### src/rtl/mux_nin_pipe_pkg.sv
// Shared encodings and helpers for the N-input registered select stage.
package mux_nin_pipe_pkg;

  localparam logic [1:0] STATE_EMPTY = 2'd0;
  localparam logic [1:0] STATE_ONE   = 2'd1;
  localparam logic [1:0] STATE_TWO   = 2'd2;

  typedef enum logic [1:0] {
    ST_EMPTY = STATE_EMPTY,
    ST_ONE   = STATE_ONE,
    ST_TWO   = STATE_TWO
  } state_e;

  // Select width never drops below one bit, even for a degenerate single input.
  function automatic int clog2_floor1(input int n);
    return ($clog2(n) < 1) ? 1 : $clog2(n);
  endfunction

endpackage

### src/rtl/mux_nin_pipe_if.sv
// Upstream/downstream handshake bundle of the select stage.
// Handshake: a beat moves on a side when valid & ready are both high at a rising
// clock edge; valid, once raised, holds its beat until that edge.
interface mux_nin_pipe_if
  import mux_nin_pipe_pkg::*;
#(
  parameter int WIDTH  = 32,
  parameter int NUM_IN = 3,
  parameter int SEL_W  = clog2_floor1(NUM_IN)
) ();
  logic [NUM_IN*WIDTH-1:0] in_data;
  logic [SEL_W-1:0]        in_sel;
  logic                    in_valid;
  logic                    in_ready;
  logic [WIDTH-1:0]        out_data;
  logic [SEL_W-1:0]        out_sel;
  logic                    out_err;
  logic                    out_valid;
  logic                    out_ready;

  modport master (
    output in_data, in_sel, in_valid, out_ready,
    input  in_ready, out_data, out_sel, out_err, out_valid
  );

  modport slave (
    input  in_data, in_sel, in_valid, out_ready,
    output in_ready, out_data, out_sel, out_err, out_valid
  );
endinterface

### src/rtl/mux_nin_pipe_skid_buf2.sv
// Two-entry skid buffer: the main entry is the output register, the skid entry
// absorbs one beat so in_ready can be registered.
module mux_nin_pipe_skid_buf2
  import mux_nin_pipe_pkg::*;
#(
  parameter int            PW      = 8,
  parameter logic [PW-1:0] RST_VAL = '0
) (
  input  logic          clk,
  input  logic          rst_n,
  input  logic          flush,
  input  logic [PW-1:0] in_payload,
  input  logic          in_valid,
  output logic          in_ready,
  output logic [PW-1:0] out_payload,
  output logic          out_valid,
  input  logic          out_ready,
  output logic [1:0]    state_dbg
);
  state_e        state;
  logic [PW-1:0] skid;
  logic          acc;
  logic          dlv;

  assign acc       = in_valid & in_ready;
  assign dlv       = out_valid & out_ready;
  assign out_valid = (state != ST_EMPTY);
  assign state_dbg = state;

  always_ff @(posedge clk or negedge rst_n) begin
    if (!rst_n) begin
      state       <= ST_EMPTY;
      in_ready    <= 1'b1;
      out_payload <= RST_VAL;
      skid        <= '0;
    end else if (flush) begin
      // Both entries are dropped; the output register keeps its last value.
      state    <= ST_EMPTY;
      in_ready <= 1'b1;
    end else begin
      case (state)
        ST_EMPTY: begin
          if (acc) begin
            out_payload <= in_payload;
            state       <= ST_ONE;
          end
          in_ready <= 1'b1;
        end
        ST_ONE: begin
          if (acc && dlv) begin
            out_payload <= in_payload;
            in_ready    <= 1'b1;
          end else if (acc) begin
            skid     <= in_payload;
            state    <= ST_TWO;
            in_ready <= 1'b0;
          end else if (dlv) begin
            state    <= ST_EMPTY;
            in_ready <= 1'b1;
          end
        end
        ST_TWO: begin
          if (dlv) begin
            out_payload <= skid;
            state       <= ST_ONE;
            in_ready    <= 1'b1;
          end
        end
        default: begin
          state    <= ST_EMPTY;
          in_ready <= 1'b1;
        end
      endcase
    end
  end

  a_stall_stable: assert property (@(posedge clk) disable iff (!rst_n)
    out_valid && !out_ready |=> $stable(out_payload));
  a_notready_two: assert property (@(posedge clk) disable iff (!rst_n)
    !in_ready |-> state == ST_TWO);
  a_no_accept_full: assert property (@(posedge clk) disable iff (!rst_n)
    !in_ready && !out_ready && !flush |=> state == ST_TWO);

endmodule

### src/rtl/mux_nin_pipe.sv
// N-input WIDTH-bit select stage feeding a registered two-entry skid buffer,
// with out-of-range select flagging and a saturating error counter.
module mux_nin_pipe
  import mux_nin_pipe_pkg::*;
#(
  parameter int               WIDTH       = 32,
  parameter int               NUM_IN      = 3,
  parameter logic [WIDTH-1:0] DEFAULT_VAL = '0,
  parameter int               CNT_W       = 16
) (
  input  logic             clk,
  input  logic             rst_n,
  input  logic             flush,
  mux_nin_pipe_if.slave    bus,
  output logic [CNT_W-1:0] err_cnt,
  output logic [1:0]       state_dbg
);
  localparam int SEL_W = clog2_floor1(NUM_IN);
  localparam int PW    = WIDTH + SEL_W + 1;

  logic [WIDTH-1:0] sel_data;
  logic             sel_err;
  logic [PW-1:0]    out_payload;
  logic             acc;

  // When NUM_IN fills the select space the match below always hits, so err folds to 0.
  always_comb begin
    sel_data = DEFAULT_VAL;
    sel_err  = 1'b1;
    for (int k = 0; k < NUM_IN; k++) begin
      if (bus.in_sel == SEL_W'(k)) begin
        sel_data = bus.in_data[k*WIDTH +: WIDTH];
        sel_err  = 1'b0;
      end
    end
  end

  mux_nin_pipe_skid_buf2 #(
    .PW      (PW),
    .RST_VAL ({DEFAULT_VAL, {SEL_W{1'b0}}, 1'b0})
  ) u_skid (
    .clk         (clk),
    .rst_n       (rst_n),
    .flush       (flush),
    .in_payload  ({sel_data, bus.in_sel, sel_err}),
    .in_valid    (bus.in_valid),
    .in_ready    (bus.in_ready),
    .out_payload (out_payload),
    .out_valid   (bus.out_valid),
    .out_ready   (bus.out_ready),
    .state_dbg   (state_dbg)
  );

  assign bus.out_data = out_payload[PW-1 -: WIDTH];
  assign bus.out_sel  = out_payload[SEL_W:1];
  assign bus.out_err  = out_payload[0];
  assign acc          = bus.in_valid & bus.in_ready;

  always_ff @(posedge clk or negedge rst_n) begin
    if (!rst_n) begin
      err_cnt <= '0;
    end else if (acc && sel_err && !flush && (err_cnt != {CNT_W{1'b1}})) begin
      err_cnt <= err_cnt + CNT_W'(1);
    end
  end

endmodule

### src/flat_wrapper.sv
// flat-port wrapper written by rule: the top's interface ports become plain ports
module mux_nin_pipe_flat import mux_nin_pipe_pkg::*;
#(
  parameter int               WIDTH       = 32,
  parameter int               NUM_IN      = 3,
  parameter logic [WIDTH-1:0] DEFAULT_VAL = '0,
  parameter int               CNT_W       = 16
)
  (clk, rst_n, flush, err_cnt, state_dbg, bus_in_data, bus_in_sel, bus_in_valid, bus_out_ready, bus_in_ready, bus_out_data, bus_out_sel, bus_out_err, bus_out_valid);
  mux_nin_pipe_if #(.WIDTH(WIDTH), .NUM_IN(NUM_IN)) bus_i ();
  input  logic clk;
  input  logic rst_n;
  input  logic flush;
  output logic [CNT_W-1:0] err_cnt;
  output logic [1:0] state_dbg;
  input wire logic [$bits(bus_i.in_data)-1:0] bus_in_data;
  input wire logic [$bits(bus_i.in_sel)-1:0] bus_in_sel;
  input wire logic [$bits(bus_i.in_valid)-1:0] bus_in_valid;
  input wire logic [$bits(bus_i.out_ready)-1:0] bus_out_ready;
  output wire logic [$bits(bus_i.in_ready)-1:0] bus_in_ready;
  output wire logic [$bits(bus_i.out_data)-1:0] bus_out_data;
  output wire logic [$bits(bus_i.out_sel)-1:0] bus_out_sel;
  output wire logic [$bits(bus_i.out_err)-1:0] bus_out_err;
  output wire logic [$bits(bus_i.out_valid)-1:0] bus_out_valid;
  assign bus_i.in_data = bus_in_data;
  assign bus_i.in_sel = bus_in_sel;
  assign bus_i.in_valid = bus_in_valid;
  assign bus_i.out_ready = bus_out_ready;
  assign bus_in_ready = bus_i.in_ready;
  assign bus_out_data = bus_i.out_data;
  assign bus_out_sel = bus_i.out_sel;
  assign bus_out_err = bus_i.out_err;
  assign bus_out_valid = bus_i.out_valid;
  mux_nin_pipe #(.WIDTH(WIDTH), .NUM_IN(NUM_IN), .DEFAULT_VAL(DEFAULT_VAL), .CNT_W(CNT_W)) u_core (.clk(clk), .rst_n(rst_n), .flush(flush), .bus(bus_i), .err_cnt(err_cnt), .state_dbg(state_dbg));
endmodule
### config.mk
export PLATFORM = sky130hd
export DESIGN_NAME = mux_nin_pipe_flat
export DESIGN_NICKNAME = d
export VERILOG_FILES = /design/src/rtl/mux_nin_pipe_pkg.sv /design/src/rtl/mux_nin_pipe_if.sv /design/src/rtl/mux_nin_pipe_skid_buf2.sv /design/src/rtl/mux_nin_pipe.sv /design/src/flat_wrapper.sv
export SDC_FILE = /design/constraint.sdc
export NUM_CORES = 1
export LEC_CHECK = 0
export BUFFER_PORTS_ARGS = -buffer_cell sky130_fd_sc_hd__buf_2
export CORE_ASPECT_RATIO = 2
export CORE_MARGIN = 5
export CORE_UTILIZATION = 38
export CTS_CLUSTER_DIAMETER = 120
export DETAILED_ROUTE_END_ITERATION = 10
export GPL_TIMING_DRIVEN = 0
export HOLD_SLACK_MARGIN = 0.15
export PLACE_DENSITY = 0.69
export SYNTH_ARGS = -nofsm -noshare
export SYNTH_HDL_FRONTEND = slang
export SYNTH_HIERARCHICAL = 1
export SYNTH_SLANG_ARGS = --single-unit
### constraint.sdc
create_clock -name clk -period 2.6 [get_ports clk]
set_input_delay 0.13 -clock clk [delete_from_list [all_inputs] [get_ports clk]]
set_output_delay 0.13 -clock clk [all_outputs]
set_load 0.03 [all_outputs]
==> run metrics, run 1 <==
CTS root buf=clkbuf_16; Core Area=12500 um^2; Synth Area in Compound Gates=13.7%; clk_skew=0.0116 ns; Peak Freq=0.422 GHz; Reg clk slew, reported paths=0.07 ns; worst-skew pair later-pin latency=0.34 ns; Worst EP arrival=2.59 ns; Routed WL per cell=17.0 um; Final Hold Fails=0; setup ws final=0.231 ns; hold_ws=0.156 ns; Pins Over Slew Limit=0; Critical Path RT=2.82 ns; # rows=58; HP Start=bus_in_data[94]; Top delay family on crit path=buffers and inverters; Setup WS pre-CTS=0.0872 ns; first-pass GRT wire length=20700 um; CTS sink cnt=89; initial antenna violation count=1; TritonCTS Buffers=9; final design utilization=49.2%; FILL cells=1202; aggregate global routing overflow=0; PwrDens=1040 nW/um^2; Buf/Inv on CP=4; Mean Syn Cell Area=10.7 um^2; final setup violation count=0; CTS tree=done; Die H=168 um; Final Cycle Share=91.1%; post-synthesis mux area share=23.1%; Max-Cap Viols=0; Via-to-Cell Ratio=5.24; Pre-antenna DRT Iters=4; area grow syn2layout=28.9%; IO Pins=158; largest net degree at the start of global routing=50; CP max stage delay=0.42 ns; leading area contributor after synthesis=dfrtp_1; layout cells sized above 1=38.9%; Post-synth top flop=dfrtp_1; main combinational cell family by area after synthesis=multiplexers; Synth Warn #=6; Worst setup SP type=flip-flop; critical-path cell list=inv_1 > ha_1 > nand2b_1 > buf_2 > nand2_1 > nor3_4 > buf_4 > buf_4 > mux2_2; top cells by area, synth=dfrtp_1 46%, mux2i_1 14%, mux2_2 8.0%, a21oi_1 7.7%, o21ai_0 3.8%; DRC Markers=0; Synth Register Bits=89; Max Buffers Root-to-Sink=2; RSZ-0062 raised after global routing=false; post-layout min period=2.37 ns; die area=15000 um^2; vias=4063; Die W=89.2 um; number of global-route vias before repair=4333; Post-DP HPWL=10100 um; kind of end point of the critical path=flip-flop; setup_tns=0 ns; worst r2r src=u_core/u_skid/state_dbg[1]; Post-Syn Nets=553; IO buf count=157; post-synthesis sequential area ratio=46.7%; cells after synthesis=445; CP Class=reg2reg; drt first-iter violations=80; Worst path most repeated cell=buf_4; xor/xnor cell area share of the yosys netlist=1.84%; Post-layout nets=728; Post-Synth Adder-Cell Area=1.31%; initial core utilization=38.2%; final WL=13200 um; Hold Path Class=in2reg; slowest cell on the critical path=dfrtp_1; Post-Synth Simple-Gate Area=9.39%; relative slew slack=49.1%; worst vdd rail ir drop=0.675 mV; Max H-tree Level=3; Lkg Pwr=2.89 nW; status=completed; GP Congestion=0.775; async set-or-reset flop fraction in the synthesized netlist=100%; Total Routing Usage GR=17.8%; crit path from=u_core/u_skid/state_dbg[1]; Netlist cell types=47; Mapped Area=4770 um^2; post-synth top area share=46.2%; Worst Path Max Fanout=10; Post-synth EDFFs=0; Worst Tran Pin Value=0.763 ns; antenna viol nets, final=0
sequential cells by signal, summed over array words and instances (netlist names):
signal	cells
u_core/err_cnt	16
u_core/u_skid/out_payload	35
u_core/u_skid/skid	35
u_core/u_skid/in_ready	1
u_core/u_skid/state_dbg	2
area by class of cell:
cell class              instances  area (um^2)  share of cell area [%]
repair buffers                164          868                    14.1
diodes                          1         2.50                  0.0407
well taps                     150          188                    3.05
clock buffers                  10          239                    3.89
inverters                       6         22.5                   0.366
plain buffers                  29          163                    2.65
flip-flops and latches         89         2230                    36.3
clock inverters                 6         76.3                    1.24
multi-input cells             321         2360                    38.4
cell usage after synthesis (2+ instances only):
master    number
clkbuf_1       7
buf_4          4
buf_2         13
a21oi_1       73
nor2b_1        2
inv_1          6
nand3_1        3
xor2_1         4
mux2i_1       68
o21ai_0       36
mux2_2        34
and2_1         4
ha_1           5
and4_4         2
and4_1         4
buf_1          2
dfrtp_1       88
nand2_1       40
nor3_1         3
nand4_1        7
buf_6          3
xnor2_1        6
nor2_1         6
mux2_1         2
logic make-up after synthesis:
family	count (synthesis)
AOI/OAI and AO/OA	120
xor gates and xnor gates	10
adders and majority gates	5
buffers and inverters	35
DFF	89
muxes	105
and+or+nand+nor	81
report_power, final:
group	switching, mW	leakage [nW]	internal (mW)
clock network	0.560	0.155	0.784
logic	1.73	1.65	1.01
registers	0.353	1.08	1.96
worst reg2reg max path: cells and delay by family, from the launching register on:
| family | cells | cell delay [ns] |
|---|---|---|
| buffers and inverters | 4 | 0.68 |
| adder cells (fa/ha/maj) | 1 | 0.31 |
| flip-flops | 1 | 0.42 |
| AND/OR/NAND/NOR | 3 | 0.48 |
| multiplexers | 1 | 0.36 |
repair_timing:
action	in CTS	in global routing
endpoints found under the setup margin	0	43
setup buffers	0	3
gates resized for setup	0	1
hold buffers	3	0
hold endpoints to repair	45	0
layer usage:
layer	track usage, %	vias to the layer above	wire length, um
met1	18.9	1960	4820
met4	7.58	0	417
li1	-	1959	-
met3	2.89	22	608
met5	0	-	0
met2	33.0	122	7380
stage by stage:
step,std cells,power (mW),instance area [um^2]
floorplan,445,4.17,4770
finish,776,6.39,6150
global route,776,6.76,6150
detailed placement,753,5.06,5770
global placement,752,4.94,5740
CTS,772,6.43,6120
path summary, 6_finish.rpt:
kind | slack (ns) | depth (start not counted) | to
worst max-delay path | 0.23 | 9 | u_core/u_skid/skid[6]
worst min-delay path | 0.16 | 4 | u_core/u_skid/skid[33]
worst max register to register | 0.23 | 9 | u_core/u_skid/skid[6]
worst min register to register | 0.49 | 1 | u_core/u_skid/skid[33]
max in group asynchronous | 1.62 | 3 | u_core/u_skid/in_ready
min in group asynchronous | 0.32 | 2 | u_core/err_cnt[14]
cell usage in the layout (no fill, tap or decap), types with 5 or more instances in the layout:
master,count
buf_4,8
clkbuf_16,9
dfrtp_1,88
ha_1,5
nor2_1,6
mux2_2,34
mux2i_1,68
xnor2_1,6
clkbuf_1,7
inv_1,6
nand4_1,7
a21oi_1,73
o21ai_0,36
buf_2,169
nand2_1,40
(Power assumes the default switching activity.)
==> run 2, diff against run 1 <==
Settings changed: REMOVE_ABC_BUFFERS set to 1.
==> run metrics, run 2 (synthesis results as in run 1) <==
Worst Tran Pin Value=1.11 ns; Pins Over Slew Limit=0; drt first-iter violations=142; Worst setup SP type=flip-flop; vias=3994; post-layout min period=2.48 ns; RSZ-0062 raised after global routing=false; Reg clk slew, reported paths=0.07 ns; CTS sink cnt=89; first-pass GRT wire length=21100 um; CTS tree=done; Critical Path RT=2.79 ns; initial antenna violation count=1; Non-Filler Instances=750; Placed Cells=730; IO buf count=157; final setup violation count=0; Routed WL per cell=17.5 um; number of global-route vias before repair=4377; top flop regs=u_core/u_skid/out_payload: 35 flops, u_core/u_skid/skid: 35 flops, u_core/err_cnt: 16 flops; Core Area=12500 um^2; kind of end point of the critical path=flip-flop; GP Congestion=0.856; FILL cells=1192; Die H=168 um; DRC Markers=0; Total Power=6.33 mW; Pre-antenna DRT Iters=4; final WL=13100 um; aggregate global routing overflow=0; Worst Path Max Fanout=35; multi-input logic area=2370 um^2; Via-to-Cell Ratio=5.33; commonest non-fill, non-tap cells in the layout=156 x buf_2, 88 x dfrtp_1, 73 x a21oi_1, 68 x mux2i_1, 40 x nand2_1; Final Hold Fails=0; area grow syn2layout=27.8%; PwrDens=1040 nW/um^2; Ant. Diodes=0; Hold Path Class=in2reg; Max Buffers Root-to-Sink=2; commonest non-fill, non-tap cell in the layout=buf_2; worst vdd rail ir drop=0.620 mV; Die W=89.2 um; IO Pins=158; Worst EP arrival=2.67 ns; Max-Cap Viols=0; setup ws final=0.122 ns; largest net degree at the start of global routing=54; clk_skew=0.00912 ns; Final Cycle Share=95.3%; CP Class=reg2reg; initial core utilization=38.2%; CTS root buf=clkbuf_16; Total Routing Usage GR=17.9%; Post-layout nets=703; antenna viol nets, final=0; Lkg Pwr=2.82 nW; Max H-tree Level=3; status=completed; Peak Freq=0.404 GHz; worst-skew pair later-pin latency=0.34 ns; relative slew slack=26.3%; # rows=58; final design utilization=48.8%; TritonCTS Buffers=9; Post-DP HPWL=9620 um; Setup WS pre-CTS=-1.21 ns; die area=15000 um^2; layout cells sized above 1=38.5%; Sequential cell area=2230 um^2; reg-to-reg slack, setup=0.12 ns
run 2: worst max-delay path: stages (launching register included):
cell and delay (ns):
dfrtp_1 0.42, inv_1 0.09, ha_1 0.29, nand2b_1 0.32
a221oi_4 0.42, buf_16 0.20, and2_4 0.46, a21oi_1 0.14
run 2: area by class of cell:
class                           instances  area share [%]
Multi-Input combinational cell        321            38.9
Inverter                                6           0.369
Sequential cell                        89            36.6
Tap cell                              150            3.08
Clock inverter                          7           0.903
Clock buffer                            9            3.69
Timing Repair Buffer                  168            16.5
run 2: per-layer routing:
metal	track usage (%)	vias to the layer above	part of all wire, %
li1	-	1908	-
met1	19.2	1950	36
met2	32.9	101	57
met3	2.60	33	4.1
met4	8.10	2	3.1
met5	0	-	0.099
run 2: stage by stage:
step                instance area, um^2  setup TNS (ns)  hold WS (ns)
floorplan                          4610          -38.39        -0.166
global placement                   5580          -99.96         0.413
detailed placement                 5780          -41.08         0.138
CTS                                6090               0         0.164
global route                       6100               0         0.191
finish                             6100               0         0.174
run 2: path summary, 6_finish.rpt:
kind                                       startpoint                            end  cells after the start
min in group asynchronous                       rst_n  u_core/u_skid/out_payload[19]                      2
setup / recovery           u_core/u_skid/state_dbg[0]  u_core/u_skid/out_payload[19]                      7
hold / removal                        bus_in_data[69]          u_core/u_skid/skid[8]                      4
max in group asynchronous                       rst_n  u_core/u_skid/out_payload[10]                      3
setup reg to reg           u_core/u_skid/state_dbg[0]  u_core/u_skid/out_payload[19]                      7
hold reg to reg                 u_core/u_skid/skid[8]          u_core/u_skid/skid[8]                      1
run 2: power breakdown:
group	internal [mW]	switching, mW
Combinational	1.05	1.78
Clock	0.655	0.564
Sequential	1.96	0.329
run 2: what timing repair did:
item                                   4_1_cts  5_1_grt
gates cloned                                 0        0
hold buffers                                 2        0
endpoints found under the hold margin       39        0
pin swaps                                    1        1
setup endpoints to repair                   35       35
resized for setup                            2        0
buffers inserted                             1        1
==> run 3, diff against run 2 <==
Settings changed: CORE_UTILIZATION 38 to 40, PLACE_DENSITY 0.69 to 0.72.
==> run metrics, run 3 (synthesis results as in run 1) <==
drt first-iter violations=181; Reg clk slew, reported paths=0.06 ns; Reg2Reg Depth=7; Ant. Diodes=0; setup ws final=0.126 ns; Worst Tran Pin Value=1.14 ns; final design utilization=52.5%; worst vdd rail ir drop=0.422 mV; worst r2r src=u_core/u_skid/state_dbg[1]; reg-to-reg slack, setup=0.13 ns; aggregate global routing overflow=0; Die H=164 um; setup_tns=0 ns; TritonCTS Buffers=9; # rows=56; Top delay family on crit path=simple AND/OR/NAND/NOR gates; critical-path cell list=inv_1 > ha_1 > nand2b_1 > nand2_1 > nor3_4 > buf_12 > mux2_2; Final Hold Fails=0; Via-to-Cell Ratio=5.45; first-pass GRT wire length=20700 um; kind of end point of the critical path=flip-flop; Pre-antenna DRT Iters=4; Pins Over Slew Limit=0; Peak Freq=0.404 GHz; Buf/Inv on CP=2; Die W=87.2 um; Post-DP HPWL=9700 um; post-layout min period=2.47 ns; number of global-route vias before repair=4307; DRC Markers=0; hold path endpoint=u_core/u_skid/skid[8]; Worst setup SP type=flip-flop; die area=14300 um^2; Hold Path Class=in2reg; Max Buffers Root-to-Sink=2; Setup WS pre-CTS=-0.765 ns; HP Start=bus_in_data[69]; area grow syn2layout=28.9%; GP Congestion=0.871; CP Class=reg2reg; FILL cells=1048; initial antenna violation count=0; antenna viol nets, final=0; relative slew slack=23.8%; Post-layout nets=704; RSZ-0062 raised after global routing=false; crit path from=u_core/u_skid/state_dbg[1]; Lkg Pwr=2.85 nW; largest net degree at the start of global routing=49; status=completed; IO Pins=158; Worst EP arrival=2.69 ns; CTS root buf=clkbuf_16; Total Routing Usage GR=18.5%; Routed WL per cell=17.9 um; clk_skew=0.00789 ns; reg2reg end=u_core/u_skid/skid[25]; Hold Path Depth=4; final WL=13300 um; commonest non-fill, non-tap cell in the layout=buf_2; commonest non-fill, non-tap cells in the layout=156 x buf_2, 88 x dfrtp_1, 73 x a21oi_1, 68 x mux2i_1, 40 x nand2_1; IO buf count=157; CTS sink cnt=89; final setup violation count=0; Critical Path RT=2.82 ns; CP max stage delay=0.43 ns; Max-Cap Viols=0; CTS tree=done; slowest cell on the critical path=dfrtp_1; worst-skew pair later-pin latency=0.34 ns; initial core utilization=40.8%; Core Area=11700 um^2; Max H-tree Level=3; Final Cycle Share=95.1%; PwrDens=1060 nW/um^2; vias=4057; layout cells sized above 1=38.5%; Worst Path Max Fanout=16; top flop regs=u_core/u_skid/out_payload: 35 flops, u_core/u_skid/skid: 35 flops, u_core/err_cnt: 16 flops
run 3: cell count changes in the layout (fill, tap and decap cells not counted):
| cell | previous run | this run |
|---|---|---|
| clkbuf_8 | 0 | 1 |
| and2_2 | 0 | 1 |
| inv_6 | 1 | 0 |
| bufinv_16 | 0 | 2 |
| clkinv_4 | 3 | 0 |
| and2_4 | 1 | 0 |
| buf_12 | 0 | 1 |
run 3: metal layers:
layer | vias to the layer above | track usage, % | wire length [um]
met4 | 0 | 10.1 | 522
met2 | 137 | 33.5 | 7340
met1 | 1975 | 19.8 | 4800
met3 | 36 | 3.25 | 649
li1 | 1909 | - | -
met5 | - | 0 | 0
run 3: worst max-delay path by stage:
stage / end / slack (ns) / cells past startpoint
after detailed placement: u_core/u_skid/out_payload[2] / -0.77 / 7
after global routing: u_core/u_skid/skid[4] / 0.01 / 7
after floorplan: u_core/u_skid/out_payload[0] / -1.01 / 5
final: u_core/u_skid/skid[25] / 0.13 / 7
after global placement: u_core/u_skid/out_payload[10] / -2.29 / 6
after CTS: u_core/u_skid/skid[28] / 0.13 / 7
run 3: final cells by class:
| class | instances | area (um^2) | area share, % |
|---|---|---|---|
| Timing Repair Buffer | 169 | 1020 | 16.6 |
| Multi-Input combinational cell | 321 | 2370 | 38.6 |
| Clock inverter | 5 | 80.1 | 1.30 |
| Clock buffer | 10 | 239 | 3.89 |
| Tap cell | 145 | 181 | 2.95 |
| Sequential cell | 89 | 2230 | 36.3 |
| Inverter | 6 | 22.5 | 0.366 |
run 3: power breakdown:
group | switching (mW) | internal (mW)
logic | 1.78 | 1.06
registers | 0.340 | 1.96
clock network | 0.516 | 0.861
total | 2.64 | 3.88
run 3: worst register-to-register path: cells and delay by family (launching register included):
kind,cells,cell delay [ns]
and+or+nand+nor,3,0.92
DFF,1,0.43
buffers and inverters,2,0.33
adders and majority gates,1,0.31
muxes,1,0.37
run 3: metrics by stage:
| stage | hold slack, ns | total power [mW] | cells | area (um^2) |
|---|---|---|---|---|
| 2_1_floorplan | -0.166 | 4.06 | 416 | 4610 |
| 3_3_place_gp | 0.410 | 4.86 | 718 | 5570 |
| 3_5_place_dp | 0.160 | 5.13 | 725 | 5770 |
| 4_1_cts | 0.161 | 6.56 | 745 | 6150 |
| 5_1_grt | 0.184 | 6.86 | 745 | 6150 |
| 6_report | 0.174 | 6.52 | 745 | 6150 |
run 3: what timing repair did:
action | CTS | global route
hold buffers | 2 | 0
resized for setup | 1 | 0
buffers inserted | 3 | 0
endpoints found under the hold margin | 43 | 0
endpoints found under the setup margin | 70 | 0
